### src/rtl/dip_pkg.sv
// Shared encodings for the DIP front end: window-pipeline modes, frame
// sequencer states and the power-on Sobel threshold.
package dip_pkg;

    typedef enum logic [1:0] {
        DIP_BYPASS = 2'd0,
        DIP_SOBEL  = 2'd1,
        DIP_ERODE  = 2'd2,
        DIP_DILATE = 2'd3
    } dip_mode_t;

    typedef enum logic [2:0] {
        IDLE   = 3'd0,
        ARM    = 3'd1,
        ACTIVE = 3'd2,
        FLUSH  = 3'd3,
        DONE   = 3'd4
    } dip_state_t;

    localparam logic [7:0] DIP_THR_DEFAULT = 8'd12;

endpackage

### src/rtl/dip_pix_counter.sv
// Raster column/row counter with wrap and clear. The last-pixel flag describes
// the pixel about to be counted, so a clear in the same cycle is honoured.
module dip_pix_counter #(
    parameter logic [15:0] COL_MAX = 16'd1023,
    parameter logic [15:0] ROW_MAX = 16'd767
) (
    input  logic clk,
    input  logic rst,
    input  logic clr,
    input  logic inc,
    output logic last
);

    logic [15:0] col;
    logic [15:0] row;
    logic [15:0] cur_col;
    logic [15:0] cur_row;

    assign cur_col = clr ? 16'd0 : col;
    assign cur_row = clr ? 16'd0 : row;
    assign last    = (cur_col == COL_MAX) && (cur_row == ROW_MAX);

    // NOTE: sequential state uses non-blocking assignments so every register
    // samples pre-edge values regardless of statement order.
    always_ff @(posedge clk) begin
        if (rst) begin
            col <= 16'd0;
            row <= 16'd0;
        end else if (inc) begin
            if (cur_col == COL_MAX) begin
                col <= 16'd0;
                row <= (cur_row == ROW_MAX) ? 16'd0 : cur_row + 16'd1;
            end else begin
                col <= cur_col + 16'd1;
                row <= cur_row;
            end
        end else if (clr) begin
            col <= 16'd0;
            row <= 16'd0;
        end
    end

endmodule

### src/rtl/dip_frame_ctrl.sv
// Frame sequencer ahead of the 3x3 window pipeline: gates pixels into frames,
// latches configuration at frame start and flushes the row delay at frame end.
module dip_frame_ctrl
    import dip_pkg::*;
#(
    parameter logic [15:0] CNT_COL_MAX = 16'd1023,
    parameter logic [15:0] CNT_ROW_MAX = 16'd767,
    parameter logic [7:0]  THR         = DIP_THR_DEFAULT,
    parameter logic [15:0] FLUSH_LEN   = CNT_COL_MAX + 16'd2
) (
    input  logic       clk,
    input  logic       rst,
    input  logic       ctrl_en,
    input  logic       cam_vsync,
    input  logic       cam_en,
    input  logic [7:0] cam_data,
    input  logic       cfg_valid,
    input  logic [1:0] cfg_mode,
    input  logic [7:0] cfg_thr,
    output logic       dip_en,
    output logic [7:0] dip_data,
    output logic [1:0] mode,
    output logic [7:0] thr,
    output logic       frame_busy,
    output logic       frame_done,
    output logic       err_pulse
);

    dip_state_t  state, state_nxt;
    dip_mode_t   sh_mode;
    logic [7:0]  sh_thr;
    logic [15:0] flush_cnt, flush_cnt_nxt;

    logic       dip_en_nxt, frame_done_nxt, err_nxt;
    logic [7:0] dip_data_nxt, thr_nxt;
    logic [1:0] mode_nxt;

    logic       cnt_clr, cnt_inc, pix_last;
    logic [1:0] latch_mode;
    logic [7:0] latch_thr;

    // A cfg_valid coinciding with vsync must reach this frame, so bypass the shadow.
    assign latch_mode = cfg_valid ? cfg_mode : sh_mode;
    assign latch_thr  = cfg_valid ? cfg_thr  : sh_thr;

    // Restart applies before the coincident pixel, so that pixel counts as col 0, row 0.
    assign cnt_clr = cam_vsync && (state == ARM || state == ACTIVE);
    assign cnt_inc = cam_en && (state == ACTIVE);

    dip_pix_counter #(
        .COL_MAX (CNT_COL_MAX),
        .ROW_MAX (CNT_ROW_MAX)
    ) u_pix_counter (
        .clk  (clk),
        .rst  (rst),
        .clr  (cnt_clr),
        .inc  (cnt_inc),
        .last (pix_last)
    );

    always_ff @(posedge clk) begin
        if (rst) begin
            sh_mode <= DIP_BYPASS;
            sh_thr  <= THR;
        end else if (cfg_valid) begin
            sh_mode <= dip_mode_t'(cfg_mode);
            sh_thr  <= cfg_thr;
        end
    end

    // NOTE: every variable gets a default before the case so no path can
    // leave one unassigned and infer a latch.
    always_comb begin
        state_nxt      = state;
        flush_cnt_nxt  = flush_cnt;
        dip_en_nxt     = 1'b0;
        dip_data_nxt   = 8'd0;
        mode_nxt       = mode;
        thr_nxt        = thr;
        frame_done_nxt = 1'b0;
        err_nxt        = 1'b0;

        unique case (state)
            IDLE: begin
                if (ctrl_en) state_nxt = ARM;
            end
            ARM: begin
                if (cam_vsync) begin
                    mode_nxt  = latch_mode;
                    thr_nxt   = latch_thr;
                    state_nxt = ACTIVE;
                end else if (!ctrl_en) begin
                    state_nxt = IDLE;
                end
            end
            ACTIVE: begin
                if (cam_vsync) begin
                    err_nxt  = 1'b1;
                    mode_nxt = latch_mode;
                    thr_nxt  = latch_thr;
                end
                if (cam_en) begin
                    dip_en_nxt   = 1'b1;
                    dip_data_nxt = cam_data;
                    if (pix_last) begin
                        state_nxt     = FLUSH;
                        flush_cnt_nxt = 16'd0;
                    end
                end
            end
            FLUSH: begin
                dip_en_nxt = 1'b1;
                err_nxt    = cam_en || cam_vsync;
                if (flush_cnt == FLUSH_LEN - 16'd1) begin
                    state_nxt     = DONE;
                    flush_cnt_nxt = 16'd0;
                end else begin
                    flush_cnt_nxt = flush_cnt + 16'd1;
                end
            end
            DONE: begin
                frame_done_nxt = 1'b1;
                state_nxt      = ctrl_en ? ARM : IDLE;
            end
            default: state_nxt = IDLE;
        endcase
    end

    always_ff @(posedge clk) begin
        if (rst) begin
            state      <= IDLE;
            flush_cnt  <= 16'd0;
            dip_en     <= 1'b0;
            dip_data   <= 8'd0;
            mode       <= DIP_BYPASS;
            thr        <= THR;
            frame_busy <= 1'b0;
            frame_done <= 1'b0;
            err_pulse  <= 1'b0;
        end else begin
            state      <= state_nxt;
            flush_cnt  <= flush_cnt_nxt;
            dip_en     <= dip_en_nxt;
            dip_data   <= dip_data_nxt;
            mode       <= mode_nxt;
            thr        <= thr_nxt;
            frame_busy <= (state_nxt == ACTIVE) || (state_nxt == FLUSH);
            frame_done <= frame_done_nxt;
            err_pulse  <= err_nxt;
        end
    end

endmodule
### config.mk
export PLATFORM = sky130hd
export DESIGN_NAME = dip_frame_ctrl
export DESIGN_NICKNAME = d
export VERILOG_FILES = /design/src/rtl/dip_pkg.sv /design/src/rtl/dip_pix_counter.sv /design/src/rtl/dip_frame_ctrl.sv
export SDC_FILE = /design/constraint.sdc
export NUM_CORES = 1
export LEC_CHECK = 0
export CAP_MARGIN = 5
export CORE_MARGIN = 1.5
export CORE_UTILIZATION = 51
export DETAILED_ROUTE_END_ITERATION = 12
export PLACE_DENSITY_LB_ADDON = 0.3
export REMOVE_ABC_BUFFERS = 1
export SETUP_SLACK_MARGIN = 0.3
export SLEW_MARGIN = 20
export SYNTH_ARGS = -nofsm -noshare
export SYNTH_HDL_FRONTEND = slang
export SYNTH_SLANG_ARGS = --single-unit
export TNS_END_PERCENT = 50
### constraint.sdc
create_clock -name clk -period 8.25 [get_ports clk]
set_clock_uncertainty 0.15 [all_clocks]
set_input_delay 1.2375 -clock clk [delete_from_list [all_inputs] [get_ports clk]]
set_output_delay 1.2375 -clock clk [all_outputs]
set_load 0.05 [all_outputs]
After elaboration in Yosys (flattened, before gate mapping)
Index checks and enable logic that the tools add are counted.
Widths: inputs -> output; s select.
{"block": "totals", "ff_bits": 83, "output_inout_bits": 22, "elab_cells": 67, "in_bits": 24}
{"block": "classes", "n_reduce_logical": 12, "n_eq_ne": 11, "bitwise_logic": 2, "muxes": 26, "n_addsub": 3}
{"cell": "$mux 16", "count": 10}
{"cell": "$add 16x1->16 const B", "count": 3}
{"cell": "$eq 16x10->1 const B", "count": 2}
{"cell": "$pmux 16 s2", "count": 1}
{"cell": "$mux 3", "count": 6}
{"cell": "$eq 16x11->1 const B", "count": 1}
{"cell": "$pmux 3 s5", "count": 1}
{"cell": "$eq 3x2->1 const B", "count": 4}
{"cell": "$mux 8", "count": 1}
{"cell": "$mux 1", "count": 4}
{"cell": "$ne 2x2->1 const B", "count": 2}
{"cell": "$pmux 1 s2", "count": 2}
{"cell": "$eq 3x1->1 const B", "count": 1}
{"cell": "$eq 3x3->1 const B", "count": 1}
{"cell": "$logic_and 1x1->1", "count": 3}
{"cell": "$logic_not 3->1", "count": 1}
{"cell": "$logic_or 1x1->1", "count": 3}
{"cell": "$reduce_and 3->1", "count": 1}
{"cell": "$reduce_or 3->1", "count": 1}
{"cell": "$mux 2", "count": 1}
{"cell": "$not 1->1", "count": 2}
{"cell": "$reduce_and 2->1", "count": 1}
{"cell": "$reduce_bool 2->1", "count": 1}
{"cell": "$reduce_or 2->1", "count": 1}

Logic depth before layout (Yosys ltp)
Gate-level depths: netlist of the first run.
{"block": "depth", "word_depth": 11, "ltp_mapped": 12, "mapped_depth_nobuf": 9}

By module
From an unflattened synthesis of the first run, not the netlist that was laid out.
{"block": "unflattened", "cells_unflattened": 443, "area_unflattened_um2": 3872.5}
{"mod": "dip_frame_ctrl", "area_each_um2": 2164.6, "cells_per_inst": 236, "seq_area_each_um2": 1021.0, "n_inst": 1}
{"mod": "dip_pix_counter", "area_each_um2": 1707.9, "cells_per_inst": 207, "seq_area_each_um2": 640.6, "n_inst": 1}

Worst setup path after synthesis of the first run
Ideal clock, no wire load.
{"block": "synth_path", "kind": "in2reg", "from": "in cam_vsync", "to": "reg u_pix_counter.row[6]", "required_time_ns": 8.032, "setup_slack_ns": 4.502, "arrival_time_ns": 3.531, "stages": 10, "setup_ns": 0.068, "n_path_buf": 1, "cell_sequence": "nor2b_1 nand2_1 clkbuf_1 and2_1 ha_1 nand4_1 nor4_4 nand3_4 or4_4 a21oi_2"}
{"block": "synth_between", "elab_chain_cells": 6, "elab_cells_between_ends": 9, "cone_classes": "add/sub (1); eq/ne (2); mux (5); reduce/logical (1)"}
{"element": "start: declaration", "line": "dip_frame_ctrl.sv:14", "rtl": "input logic cam_vsync,"}
{"element": "$logic_and 1x1->1 (*)", "line": "dip_frame_ctrl.sv:47", "rtl": "assign cnt_clr = cam_vsync && (state == ARM || state == ACTIVE);"}
{"element": "$mux 16", "line": "dip_pix_counter.sv:20", "rtl": "assign cur_row = clr ? 16'd0 : row;"}
{"element": "$add 16x1->16 / $eq 16x10->1 (equally long branches)", "line": "dip_pix_counter.sv:32", "rtl": "row <= (cur_row == ROW_MAX) ? 16'd0 : cur_row + 16'd1;"}
{"element": "$mux 16", "line": "dip_pix_counter.sv:32"}
{"element": "$mux 16", "line": "dip_pix_counter.sv:30", "rtl": "if (cur_col == COL_MAX) begin"}
{"element": "$mux 16 (*)", "line": "dip_pix_counter.sv:29", "rtl": "end else if (inc) begin"}
{"element": "end signal: assignment", "line": "dip_pix_counter.sv:32"}
{"element": "end signal: assignment", "line": "dip_pix_counter.sv:35", "rtl": "row <= cur_row;"}
{"element": "end: declaration", "line": "dip_pix_counter.sv:15", "rtl": "logic [15:0] row;"}
Mark *: on every way between the ends. The rest lies on a longest branch, timed or not.
A chain may end at the register's enable or synchronous reset.

Final worst setup path of the first run
{"block": "layout_path", "from": "in cam_vsync", "to": "reg u_pix_counter.row[5]"}
Same word-level chain as after synthesis.

==> flow_metrics.py, run 1 <==
metrics = {
    "hold_path": {
        "whs_path_depth": 2,
        "hold_end": "sh_thr[4]",
        "hp-start": "sh_thr[4]",
        "hold_path.class": "reg -> reg",
    },
    "cells_and_area": {
        "final_cells": 608,
        "n_antenna_cell": 0,
        "flow.area_growth_from_synthesis_pct": 16.9,
        "final_layout_size_suffix_gt1_share_pct": 6.32,
        "final_nets": 529,
        "final_cell_mix": "dfxtp_1, nor2_1, clkdlybuf4s50_1",
        "final_common_cell": "dfxtp_1",
    },
    "cts": {
        "post_cts_resized": 0,
        "clockBufferDepth": 2,
        "clk_latency_ns": 0.35,
        "clkTransAtPathRegs_ns": 0.09,
        "tritoncts": "done",
        "cts_made_buffers": 9,
        "post_cts.repair.setup_buffers": 0,
        "cts_root_buf": "clkbuf_8",
        "h-tree-depth": 3,
        "clock_sinks": 83,
        "cts_hold_buf": 0,
    },
    "power_and_ir_drop": {
        "p_leak_uw": 0.00155,
        "swShare_pct": 29.4,
        "power_uw": 795,
        "power.density_nw_per_um2": 168,
        "p_sw_uw": 234,
        "seqPwrFrac_pct": 52.6,
        "power.share.clock_pct": 34.4,
        "intPower_uw": 562,
        "p_comb_share_pct": 13.0,
        "ir_worst_vdd_mv": 0.0734,
    },
    "die": {
        "dieArea_um2": 8490,
        "io_pins": 46,
        "row_count": 32,
        "die_y_um": 92.1,
        "core_um2": 7730,
        "initial_core_util_pct": 52.4,
        "fp.dieW_um": 92.1,
    },
    "worst_setup_path": {
        "cpPeakStageDelay_ns": 0.64,
        "crit_fanout": 36,
        "setup.worst_path.start_class": "input pin",
        "ff2ff_setup_slack_ns": 4.40,
        "r2r_cells": 10,
        "cp_num_buf_inv": 2,
        "crit_chain": "clkdlybuf4s50_1 > nor2b_1 > nand2_1 > and2_1 > ha_1 > nand4_1 > nor2_1 > nand4_1 > buf_4 > o21ai_1 > o31ai_1",
        "reg2reg_to": "u_pix_counter.row[5]",
        "crit_path_top_delay_cell": "clkdlybuf4s50_1",
        "worst_ep_required_time_ns": 8.37,
        "cp.arrival_ns": 4.89,
        "criticalPathCategory": "in -> reg",
        "endpoint_kind": "register",
        "reg2reg_from": "state[0]",
        "cp_common_cell": "nand4_1",
        "cp_top_family": "simple AND/OR/NAND/NOR gates",
        "path_depth": 11,
    },
    "synthesis": {
        "synth.distinct_cells": 53,
        "ys_ff_latch": 83,
        "synth_edf_count": 0,
        "synth_warnings": 0,
        "syn_area_um2": 4050,
        "syn_avg_cell_area_um2": 8.60,
        "async_reset_ff_share_pct": 0,
        "yosysSeqAreaShare_pct": 41.0,
        "syn_inst": 471,
        "synth_flop_cell": "dfxtp_1",
    },
    "timing": {
        "maxSlewViolCount": 0,
        "max_slew.worst_pin.slew_ns": 0.811,
        "fmax_mhz": 210,
        "timing.final.crit_period_ns": 4.77,
        "fin_crit_sh_pct": 57.8,
        "setup_ws_ns": 3.48,
        "whs_ns": 0.341,
        "setup_viol": 0,
        "tns_ns": 0,
        "max_slew_margin_pct": 46.0,
        "hold_violations": 0,
        "grt_setup_unrepaired": "false",
    },
    "routing": {
        "first_iter_violations": 209,
        "drc_errors": 0,
        "drt_first_pass_iters": 5,
        "routed_wirelength_mm": 9.26,
        "drtAntennaViolNets": 0,
        "post_drt_wl_per_cell_um": 15.2,
        "vias_per_cell": 5.95,
        "vias": 3617,
    },
    "placed_design": {
        "dp.cells": 592,
        "gp_congestion": 0.851,
        "place_ws_ns": 3.12,
        "dpl.hpwl_mm": 6.33,
        "io_buffers": 45,
    },
    "global_routing": {
        "grt_overflow": 0,
        "antenna_found_initial": 0,
        "grt_pass1_vias": 3437,
        "track_usage_pct": 23.5,
        "grt_start_max_net_pins": 43,
        "grt_first_pass_wirelength_mm": 16.1,
    },
    "job": {
        "maxCapViolCount": 0,
    },
    "status": {
        "run_status": "finished clean",
    },
}
[cell families after synthesis]
| group | share of synthesized area [%] |
|---|---|
| and+or+nand+nor | 25.6 |
| AOI/OAI and AO/OA | 15.8 |
| DFF | 41.0 |
| buffers and inverters | 5.16 |
| muxes | 6.67 |
| xor gates and xnor gates | 4.54 |
| adders and majority gates | 1.24 |
[how the worst max path moves through the flow]
stage               startpoint                    to  slack (ns)
floorplan            cam_vsync  u_pix_counter.row[5]        3.78
global route         cam_vsync  u_pix_counter.row[5]        3.15
finish               cam_vsync  u_pix_counter.row[5]        3.48
CTS                  cam_vsync  u_pix_counter.row[5]        3.48
detailed placement   cam_vsync  u_pix_counter.row[5]        3.12
global placement     cam_vsync  u_pix_counter.row[8]        3.28
[per-stage QoR]
step / util (%) / cell area, µm²
final: 61.3 / 4740
after global routing: 61.3 / 4740
after CTS: 61.2 / 4730
after detailed placement: 58.8 / 4540
after global placement: 58.8 / 4540
after floorplan: - / 3940
[registers in the layout (all words and copies together), names as in the netlist, 2 cells and up]
| signal | cells |
|---|---|
| sh_mode | 2 |
| u_pix_counter.row | 16 |
| state | 3 |
| flush_cnt | 16 |
| sh_thr | 8 |
| thr | 8 |
| mode | 2 |
| u_pix_counter.col | 16 |
| dip_data | 8 |
[cell type report]
type	instances	area (µm²)
fill	665	2990
inverter	25	93.8
multi-input combinational	334	2200
tap	102	128
timing repair buffer	48	473
clock inverter	7	58.8
sequential	83	1660
clock buffer	9	124
[power by group through the flow]
stage | logic [µW] | clock network, µW | registers, µW
global route | 112 | 299 | 420
floorplan | 37.5 | 0 | 450
detailed placement | 103 | 0 | 428
global placement | 101 | 0 | 427
finish | 103 | 274 | 418
CTS | 103 | 281 | 418
[Yosys cell counts (all sizes together), types with 2 or more instances]
| master | count | area [µm²] |
|---|---|---|
| dfxtp | 83 | 1660 |
| or4 | 4 | 37.5 |
| a211oi | 12 | 90.1 |
| o211ai | 36 | 270 |
| a21oi | 25 | 129 |
| or3 | 6 | 37.5 |
| clkbuf | 21 | 78.8 |
| xnor2 | 12 | 105 |
| and2 | 9 | 57.6 |
| a211o | 2 | 17.5 |
| and4 | 3 | 27.5 |
| and3 | 17 | 108 |
| nand2 | 29 | 109 |
| nand4 | 24 | 156 |
| nor2 | 45 | 169 |
| a31oi | 2 | 12.5 |
| nor3 | 18 | 90.1 |
| ha | 4 | 50.1 |
| inv | 24 | 90.1 |
| o31ai | 2 | 15.0 |
| xor2 | 9 | 78.8 |
| nor2b | 2 | 12.5 |
| mux2i | 27 | 270 |
| nor4b | 3 | 26.3 |
| nor4 | 6 | 52.6 |
| buf | 8 | 36.3 |
| o21ai | 11 | 55.1 |
| nand3 | 12 | 72.6 |
[worst register-to-register path, delay by kind of cell (launching register included)]
family,cells,cell delay (ns)
simple gates,5,1.62
flops,1,0.56
buf+inv,1,0.28
xor+xnor,1,0.24
compound gates,2,0.68
fa+ha+maj,1,0.20
[routing by layer]
layer  vias to the layer above  track usage (%)  part of all wire (%)
met2                       125             37.6                    45
li1                       1778                -                     -
met3                        14             4.89                   6.1
met1                      1700             31.1                    47
met5                         -                0                     0
met4                         0             8.85                   1.7
(Power assumes the default switching activity.)
==> run 2: changes to the inputs <==
clock period = 4.5 ns   (was 8.25 ns; I/O delays follow)
==> run 2 against run 1 <==
Compared with the run above:
- die area did not move
- non-clock buffer count grew 5
- clock power increased by 110%
- sequential power up 83%
- sequential share of layout area shrank 0.39 points
- utilization is 0.70 points higher
- highest routed layer unchanged
==> flow_metrics.py, run 2 (same netlist as run 1, synthesis figures left out) <==
metrics = {
    "routing": {
        "vias": 3613,
        "routed_wirelength_mm": 9.39,
        "drtAntennaViolNets": 0,
        "drc_errors": 0,
        "vias_per_cell": 5.89,
        "post_drt_wl_per_cell_um": 15.3,
        "drt_first_pass_iters": 6,
        "first_iter_violations": 177,
    },
    "timing": {
        "fin_crit_sh_pct": 80.1,
        "hold_violations": 0,
        "tns_ns": 0,
        "setup_viol": 0,
        "fmax_mhz": 277,
        "grt_setup_unrepaired": "false",
        "whs_ns": 0.336,
        "max_slew.worst_pin.slew_ns": 0.622,
        "setup_ws_ns": 0.893,
        "maxSlewViolCount": 0,
        "max_slew_margin_pct": 58.4,
        "timing.final.crit_period_ns": 3.61,
    },
    "worst_setup_path": {
        "cpPeakStageDelay_ns": 0.57,
        "crit_fanout": 14,
        "setup.worst_path.start_class": "input pin",
        "cp.arrival_ns": 3.75,
        "crit_chain": "clkdlybuf4s50_1 > nor2b_1 > nand2_1 > and2_1 > ha_1 > nand4_1 > nor4_4 > nand4_2 > or3_1 > a21oi_1",
        "crit_path_top_delay_cell": "nor4_4",
        "criticalPathCategory": "in -> reg",
        "worst_ep_required_time_ns": 4.64,
        "endpoint_kind": "register",
    },
    "global_routing": {
        "grt_start_max_net_pins": 43,
        "grt_pass1_vias": 3344,
        "track_usage_pct": 22.9,
        "grt_first_pass_wirelength_mm": 15.6,
        "grt_overflow": 0,
        "antenna_found_initial": 0,
    },
    "cts": {
        "h-tree-depth": 3,
        "clockBufferDepth": 2,
        "cts_hold_buf": 0,
        "clk_latency_ns": 0.36,
        "clock_sinks": 83,
        "cts_root_buf": "clkbuf_8",
        "cts_made_buffers": 9,
        "post_cts.repair.setup_buffers": 0,
        "clkTransAtPathRegs_ns": 0.08,
        "tritoncts": "done",
        "post_cts_resized": 0,
    },
    "cells_and_area": {
        "final_cell_mix": "dfxtp_1, nor2_1, clkdlybuf4s50_1",
        "n_antenna_cell": 0,
        "final_layout_size_suffix_gt1_share_pct": 7.24,
        "flow.area_growth_from_synthesis_pct": 18.2,
        "fillers": 643,
        "final_common_cell": "dfxtp_1",
        "reg_top3": "flush_cnt x16, u_pix_counter.col x16, u_pix_counter.row x16",
        "final_nets": 534,
    },
    "power_and_ir_drop": {
        "power.share.clock_pct": 37.2,
        "seqPwrFrac_pct": 50.2,
        "ir_worst_vdd_mv": 0.167,
        "p_comb_share_pct": 12.7,
        "intPower_uw": 1090,
        "power_uw": 1530,
        "power.density_nw_per_um2": 319,
        "swShare_pct": 28.6,
        "p_sw_uw": 437,
        "p_leak_uw": 0.00159,
    },
    "die": {
        "io_pins": 46,
        "row_count": 32,
        "fp.dieW_um": 92.1,
        "core_um2": 7730,
        "dieArea_um2": 8490,
        "initial_core_util_pct": 52.4,
        "die_y_um": 92.1,
    },
    "job": {
        "maxCapViolCount": 0,
    },
    "hold_path": {
        "hold_path.class": "reg -> reg",
    },
    "status": {
        "run_status": "finished clean",
    },
    "placed_design": {
        "io_buffers": 45,
        "dpl.hpwl_mm": 6.54,
        "gp_congestion": 0.988,
        "place_ws_ns": 0.562,
    },
}
## run 2: cell count changes in the layout (fill, tap and decap cells not counted), sizes merged
cell / before / now
clkinvlp: 2 / 1
bufinv: 0 / 1
buf: 3 / 8
## run 2: through the flow
step	utilization [%]	cell area, µm²	instances
6_report	62.0	4790	613
4_1_cts	62.0	4790	613
2_1_floorplan	-	3940	442
3_5_place_dp	59.3	4580	597
5_1_grt	62.0	4790	613
3_3_place_gp	59.3	4580	597
## run 2: area by class of cell
type	instances	area [µm²]	share of cell area (%)
multi-input combinational	334	2190	45.7
sequential	83	1660	34.7
timing repair buffer	53	510	10.7
tap	102	128	2.66
clock buffer	9	124	2.59
inverter	25	93.8	1.96
clock inverter	7	83.8	1.75
## run 2: path summary, 6_finish.rpt
path,start,endpoint,slack [ns],cells past startpoint
worst max-delay path,cam_vsync,u_pix_counter.row[14],0.89,10
worst min-delay path,sh_thr[3],sh_thr[3],0.34,2
worst max register to register,state[0],u_pix_counter.row[14],1.04,9
worst min register to register,sh_thr[3],sh_thr[3],0.34,2
## run 2: power by group through the flow
stage	sequential, µW	combinational (µW)	clock [µW]
5_1_grt	769	208	605
3_3_place_gp	783	188	0
2_1_floorplan	825	68.7	0
3_5_place_dp	784	193	0
6_report	766	193	568
4_1_cts	766	194	575
## run 2: critical path: cells and delay by family
kind | cells | cell delay (ns)
and+or+nand+nor | 7 | 2.27
buffers and inverters | 1 | 0.43
adders and majority gates | 1 | 0.21
AOI/OAI and AO/OA | 1 | 0.14
## run 2: metal layers
metal	track usage, %	part of all wire (%)	up-vias
met5	0	0	-
met4	9.36	2.0	0
met3	4.98	4.9	16
met2	36.5	46	87
met1	30.1	47	1724
li1	-	-	1786
